`src/rtl/ps2_kbd_event_rx.sv`:
```
// PS/2 keyboard front end: pin synchronisers, clock glitch filter, frame
// deframer with parity/stop/timeout checking, E0/F0 prefix decoder and a
// first-word-fall-through event FIFO with a valid/ready handshake.
module ps2_kbd_event_rx #(
    parameter int FILTER_SIZE    = 2,
    parameter int TIMEOUT_CYCLES = 100000,
    parameter int FIFO_DEPTH     = 8,
    parameter int CW             = $clog2(FIFO_DEPTH+1)
) (
    input  logic          clk,
    input  logic          resetN,
    input  logic          kbd_clk,
    input  logic          kbd_dat,
    output logic          evt_valid,
    input  logic          evt_ready,
    output logic [8:0]    evt_code,
    output logic          evt_make,
    output logic [CW-1:0] fifo_count,
    output logic          overflow,
    input  logic          ovf_clr,
    output logic          err_pulse,
    output logic [7:0]    err_cnt
);
    localparam int FCW = $clog2(FILTER_SIZE+1);
    localparam int TW  = $clog2(TIMEOUT_CYCLES+1);
    localparam int AW  = $clog2(FIFO_DEPTH);
    localparam logic [FCW-1:0] FLT_LAST = FCW'(FILTER_SIZE-1);
    localparam logic [TW-1:0]  TMO_LAST = TW'(TIMEOUT_CYCLES);
    localparam logic [CW-1:0]  DEPTH_C  = CW'(FIFO_DEPTH);

    localparam logic [1:0] IDLE   = 2'd0;
    localparam logic [1:0] DATA   = 2'd1;
    localparam logic [1:0] PARITY = 2'd2;
    localparam logic [1:0] STOP   = 2'd3;

    logic           clk_s1_q, clk_s2_q, dat_s1_q, dat_s2_q;
    logic           filt_q, filt_d;
    logic [FCW-1:0] filt_cnt_q, filt_cnt_d;
    logic           sample;
    logic [1:0]     state_q, state_d;
    logic [2:0]     idx_q, idx_d;
    logic [7:0]     shift_q, shift_d;
    logic           par_q, par_d;
    logic [TW-1:0]  tmo_q, tmo_d;
    logic           byte_stb_q, byte_stb_d;
    logic           frame_err;
    logic           ext_q, ext_d, brk_q, brk_d;
    logic           push_q, push_d;
    logic [9:0]     push_data_q, push_data_d;
    logic           err_pulse_q, err_pulse_d;
    logic [7:0]     err_cnt_q, err_cnt_d;
    logic [9:0]     mem_q [FIFO_DEPTH];
    logic [AW-1:0]  wr_ptr_q, wr_ptr_d, rd_ptr_q, rd_ptr_d;
    logic [CW-1:0]  count_q, count_d;
    logic           ovf_q, ovf_d;
    logic [9:0]     last_q, last_d;
    logic [9:0]     head;
    logic           pop, full, wr_en, drop;

    // Glitch filter: flip filtered clock only after FILTER_SIZE differing samples
    always_comb begin
        filt_d     = filt_q;
        filt_cnt_d = '0;
        if (clk_s2_q != filt_q) begin
            if (filt_cnt_q == FLT_LAST) filt_d     = ~filt_q;
            else                        filt_cnt_d = filt_cnt_q + 1'b1;
        end
    end

    // A sample is taken on the cycle the filtered clock falls
    assign sample = filt_q & ~filt_d;

    // Frame deframer with per-bit timeout while a frame is in progress
    always_comb begin
        state_d    = state_q;
        idx_d      = idx_q;
        shift_d    = shift_q;
        par_d      = par_q;
        tmo_d      = tmo_q;
        byte_stb_d = 1'b0;
        frame_err  = 1'b0;
        if (sample) begin
            tmo_d = '0;
            case (state_q)
                IDLE: if (!dat_s2_q) begin
                    state_d = DATA;
                    idx_d   = 3'd0;
                end
                DATA: begin
                    shift_d = {dat_s2_q, shift_q[7:1]};
                    idx_d   = idx_q + 3'd1;
                    if (idx_q == 3'd7) state_d = PARITY;
                end
                PARITY: begin
                    par_d   = dat_s2_q;
                    state_d = STOP;
                end
                default: begin
                    if (dat_s2_q && (^{shift_q, par_q})) byte_stb_d = 1'b1;
                    else                                 frame_err  = 1'b1;
                    state_d = IDLE;
                end
            endcase
        end else if (state_q != IDLE) begin
            if (tmo_q == TMO_LAST) begin
                state_d   = IDLE;
                tmo_d     = '0;
                frame_err = 1'b1;
            end else begin
                tmo_d = tmo_q + 1'b1;
            end
        end else begin
            tmo_d = '0;
        end
    end

    // Prefix decoder and error bookkeeping; errors drop any pending prefix
    always_comb begin
        ext_d       = ext_q;
        brk_d       = brk_q;
        push_d      = 1'b0;
        push_data_d = push_data_q;
        if (byte_stb_q) begin
            case (shift_q)
                8'hE0:   ext_d = 1'b1;
                8'hF0:   brk_d = 1'b1;
                default: begin
                    push_d      = 1'b1;
                    push_data_d = {~brk_q, ext_q, shift_q};
                    ext_d       = 1'b0;
                    brk_d       = 1'b0;
                end
            endcase
        end
        if (frame_err) begin
            ext_d = 1'b0;
            brk_d = 1'b0;
        end
        err_pulse_d = frame_err;
        err_cnt_d   = (frame_err && err_cnt_q != 8'hFF) ? err_cnt_q + 8'd1 : err_cnt_q;
    end

    // FIFO control: pops need a stored head, a full push survives only with a pop
    always_comb begin
        pop      = (count_q != '0) && evt_ready;
        full     = (count_q == DEPTH_C);
        wr_en    = push_q && (!full || pop);
        drop     = push_q && full && !pop;
        wr_ptr_d = wr_en ? wr_ptr_q + 1'b1 : wr_ptr_q;
        rd_ptr_d = pop ? rd_ptr_q + 1'b1 : rd_ptr_q;
        case ({wr_en, pop})
            2'b10:   count_d = count_q + 1'b1;
            2'b01:   count_d = count_q - 1'b1;
            default: count_d = count_q;
        endcase
        ovf_d  = drop ? 1'b1 : (ovf_clr ? 1'b0 : ovf_q);
        head   = mem_q[rd_ptr_q];
        last_d = (count_q != '0) ? head : last_q;
    end

    // State registers; everything idles high / empty out of reset
    always_ff @(posedge clk or negedge resetN) begin
        if (!resetN) begin
            clk_s1_q    <= 1'b1;
            clk_s2_q    <= 1'b1;
            dat_s1_q    <= 1'b1;
            dat_s2_q    <= 1'b1;
            filt_q      <= 1'b1;
            filt_cnt_q  <= '0;
            state_q     <= IDLE;
            idx_q       <= '0;
            shift_q     <= '0;
            par_q       <= 1'b0;
            tmo_q       <= '0;
            byte_stb_q  <= 1'b0;
            ext_q       <= 1'b0;
            brk_q       <= 1'b0;
            push_q      <= 1'b0;
            push_data_q <= '0;
            err_pulse_q <= 1'b0;
            err_cnt_q   <= '0;
            wr_ptr_q    <= '0;
            rd_ptr_q    <= '0;
            count_q     <= '0;
            ovf_q       <= 1'b0;
            last_q      <= '0;
        end else begin
            clk_s1_q    <= kbd_clk;
            clk_s2_q    <= clk_s1_q;
            dat_s1_q    <= kbd_dat;
            dat_s2_q    <= dat_s1_q;
            filt_q      <= filt_d;
            filt_cnt_q  <= filt_cnt_d;
            state_q     <= state_d;
            idx_q       <= idx_d;
            shift_q     <= shift_d;
            par_q       <= par_d;
            tmo_q       <= tmo_d;
            byte_stb_q  <= byte_stb_d;
            ext_q       <= ext_d;
            brk_q       <= brk_d;
            push_q      <= push_d;
            push_data_q <= push_data_d;
            err_pulse_q <= err_pulse_d;
            err_cnt_q   <= err_cnt_d;
            wr_ptr_q    <= wr_ptr_d;
            rd_ptr_q    <= rd_ptr_d;
            count_q     <= count_d;
            ovf_q       <= ovf_d;
            last_q      <= last_d;
        end
    end

    // Event storage; contents only matter once counted, so no reset
    always_ff @(posedge clk) begin
        if (wr_en) mem_q[wr_ptr_q] <= push_data_q;
    end

    assign evt_valid            = (count_q != '0);
    assign {evt_make, evt_code} = evt_valid ? head : last_q;
    assign fifo_count           = count_q;
    assign overflow             = ovf_q;
    assign err_pulse            = err_pulse_q;
    assign err_cnt              = err_cnt_q;
endmodule
```
`config.mk`:
```
export PLATFORM = sky130hd
export DESIGN_NAME = ps2_kbd_event_rx
export DESIGN_NICKNAME = d
export VERILOG_FILES = /design/src/rtl/ps2_kbd_event_rx.sv
export SDC_FILE = /design/constraint.sdc
export NUM_CORES = 1
export LEC_CHECK = 0
export BUFFER_PORTS_ARGS = -buffer_cell sky130_fd_sc_hd__buf_4
export CAP_MARGIN = 40
export CELL_PAD_IN_SITES_DETAIL_PLACEMENT = 1
export CELL_PAD_IN_SITES_GLOBAL_PLACEMENT = 1
export CORE_MARGIN = 10
export CORE_UTILIZATION = 32
export DETAILED_ROUTE_END_ITERATION = 7
export GPL_TIMING_DRIVEN = 0
export PLACE_DENSITY_LB_ADDON = 0.05
export SYNTH_ARGS = -nofsm -noshare
export SYNTH_HDL_FRONTEND = slang
export SYNTH_SLANG_ARGS = --single-unit
```
`constraint.sdc`:
```
create_clock -name clk -period 3.7 [get_ports clk]
set_input_delay 0.185 -clock clk [delete_from_list [all_inputs] [get_ports clk]]
set_output_delay 0.185 -clock clk [all_outputs]
set_load 0.01 [all_outputs]
```
==> impl_results.md <==
- Hold Crit Endpoint: rd_ptr_q[2]
- Grt total ovfl: 0
- Crit path max-delay family: simple AND/OR/NAND/NOR gates
- Initial antenna violation count: 0
- Peak Freq: roughly 400 MHz
- #FFs+latches synth: between 150 and 200
- Vias in the first global route: between 4,000 and 5,000
- Wire per inst: 17.1 um
- Rows: between 50 and 60
- Final cell count without fillers: 797
- Slew Limit Headroom: 0.534
- CTS buffer count: 17
- Ant. Diodes: 0
- Fin. max-slew vios: 0
- Max Fanout on Critical Path: 10
- Pwr/cell area: 667 mW/mm^2
- Commonest cells post-synth: edfxtp_1, dfrtp_1, nand2_1
- Largest net degree at the start of global routing: 62
- Worst path bufs/invs: 2
- WP depth: 5
- Antenna Nets Post-Route: 0
- VDD IR max: 305 uV
- Clock transition at path regs: 0.06 ns
- Asr flop ratio synth: 0.506
- Final setup fails: 0
- Syn nets: about 470
- Post-synth cell types: between 50 and 60
- Placeable core region: about 0.020 sq mm
- Seq pwr share: 0.413
- Critical path class: flop to output pin
- Fraction of layout cells with a size suffix above 1: 0.228
- Status: completed
- Worst r2r path cells: 7
- Final Hold Vio Count: 0
- CP Capture Type: output pin
- CP required: about 3.5 ns
- Initial DRC Count: 146
- Max incr delay on CP: roughly 0.6 ns
- Final WL: roughly 14,000 um
- Inst Count DP: 760
- Clock share of power: 0.340
- Area Growth Syn to Fin: 20.4%
- Final HPWL DP: 9620 um
- Final Skew: roughly 0.0071 ns
- Root Driver: clkbuf_16
- Final core occ: 0.394
- Fin crit share: 0.676
- RSZ-0062 raised after global routing: no
- Worst-path cell chain: nor4_1, clkbuf_1, nand2_1, o21ai_0, buf_4
- Int Power: 3850 uW
- I/O pin cnt: 31
- Initial core utilization: 0.328
- Endpoint of the worst register-to-register path: mem_q[5][7]
- Crit-path slowest cell: nor4_1
- Sw Ratio: 0.283
- Max_cap viols: 0
- First-pass GRT wire length: 22,700 um
- Drt pass-1 iters: 4
- Mapped cell area: 0.00667 sq mm
- Post-Syn Instances: 450
- Vias: about 3,800
- Latest clock arrival within the worst-skew pair: between 0.4 and 0.5 ns
- Post-CTS Setup Inserts: 0
- Port Buffer Count: 30
- Switching pwr: roughly 1500 uW
- Crit path launch type: flop
- Hold Crit Depth: 3
- Number of synthesized flops with an enable pin: 80
- Die Y: approximately 160 um
- Filler Cell Count: roughly 2,000
- Hold_ws: ~0.079 ns
- CTS sink cnt: ~160
- Slew of the pin with the lowest slew margin: 0.700 ns
- Sequential element share of the synthesized area: 0.669
- Placer congestion estimate: a little over 0.7
- Mean Syn Cell Area: approximately 15 sq um
- Leading cell type by number of instances after synthesis: edfxtp_1
- Yosys Warn Count: 0
- Area leader, netlist: edfxtp_1
- Area share of the largest cell type after synthesis: 0.360
- CTS tree: done
- Fin nets: ~530
- Die area: 0.0270 sq mm
- Arrival time at the worst endpoint: 2.32 ns
- Via/cell ratio: about 4.7
- Clock Tree Buf Depth: 2
- DR DRC count: 0
- Worst r2r src: fifo_count[1]
- Ys flop type: edfxtp_1
- Setup_tns: 0 ns
- Leak: 0.00324 uW
- CTS H-tree lvls: 4
- Min-delay worst type: primary input to flop
- Area contributors post-synth: edfxtp_1, dfrtp_1, mux4_2
- Min-delay src: evt_ready
- Logic pwr share: 0.247
- R2R Setup Slk: between 1 and 1.5 ns
- DIE WIDTH: around 160 um
- Clock period minus worst slack: ~2.5 ns
- Global Route Usage Sum: 0.108
sequential cells by signal, summed over array words and instances (netlist names), 4 cells and up:
register,count
err_cnt,8
fifo_count,4
last_q,10
mem_q,80
push_data_q,10
shift_q,8
tmo_q,17
worst reg2reg max path: stages (launching register included):
cell and delay (ns):
dfrtp_1 0.47, nor2_1 0.10, nand3b_1 0.12, nor2_1 0.05
nor2_1 0.42, nand2_1 0.23, nor2_1 0.56, buf_6 0.23
routing by layer:
layer | vias to the layer above | GRT usage | part of all wire
li1 | 1768 | - | -
met2 | 37 | 0.181 | 0.50
met4 | 0 | 0.0354 | 0.010
met1 | 1947 | 0.132 | 0.46
met5 | - | 0 | 0
met3 | 10 | 0.0309 | 0.029
stage by stage:
stage	total power (uW)	instance area (sq um)	worst slack, ns
after floorplan	3100	6670	1.42
after global placement	3570	7230	0.515
after detailed placement	3630	7370	1.16
after CTS	5480	8030	1.11
after global routing	5720	8030	0.942
final	5360	8030	1.20
how the worst max path moves through the flow:
stage | from | to | slack (ns)
after floorplan | fifo_count[1] | mem_q[1][0] | 1.42
after global placement | fifo_count[1] | mem_q[0][2] | 0.51
after detailed placement | fifo_count[1] | mem_q[5][3] | 1.16
after CTS | fifo_count[1] | evt_code[2] | 1.11
after global routing | fifo_count[1] | mem_q[5][7] | 0.94
final | fifo_count[1] | evt_code[2] | 1.20
power by group through the flow:
stage                     Clock (uW)  Combinational (uW)  Sequential [uW]
final                           1820                1330             2210
after CTS                       1890                1380             2210
after detailed placement           0                1380             2250
after global routing            1980                1500             2240
after global placement             0                1330             2240
after floorplan                    0                 887             2220
cells in the final DEF (no fill, tap or decap), types with 10 or more instances in the layout:
| cell type | instances |
|---|---|
| nand3_1 | 10 |
| xnor2_1 | 16 |
| buf_4 | 30 |
| clkbuf_16 | 17 |
| ha_1 | 13 |
| nand2_1 | 53 |
| o21ai_0 | 12 |
| inv_1 | 13 |
| nor2_1 | 36 |
| mux2_2 | 10 |
| edfxtp_1 | 80 |
| mux2i_1 | 11 |
| dfrtp_1 | 77 |
| xor2_1 | 17 |
| mux4_2 | 20 |
kinds of logic after synthesis:
group,count (synthesis),share of synthesized area
adder cells (fa/ha/maj),13,0.0244
AO/OA/AOI/OAI,39,0.0416
AND/OR/NAND/NOR,131,0.0925
flip-flops,162,0.669
XOR/XNOR,36,0.0518
multiplexers,44,0.107
buffers and inverters,25,0.0146
area by class of cell:
type | instances | area (sq um) | area share
Tap cell | 270 | 338 | 0.0421
Clock buffer | 20 | 447 | 0.0556
Inverter | 14 | 52.6 | 0.00654
Sequential cell | 162 | 4460 | 0.555
Multi-Input combinational cell | 263 | 2120 | 0.264
Clock inverter | 12 | 163 | 0.0202
Timing Repair Buffer | 45 | 404 | 0.0503
Buffer | 11 | 45.0 | 0.00561
timing repair:
item	4_1_cts	5_1_grt
gates resized for setup	0	0
endpoints found under the hold margin	24	0
hold buffers	5	0
(Power assumes the default switching activity.)
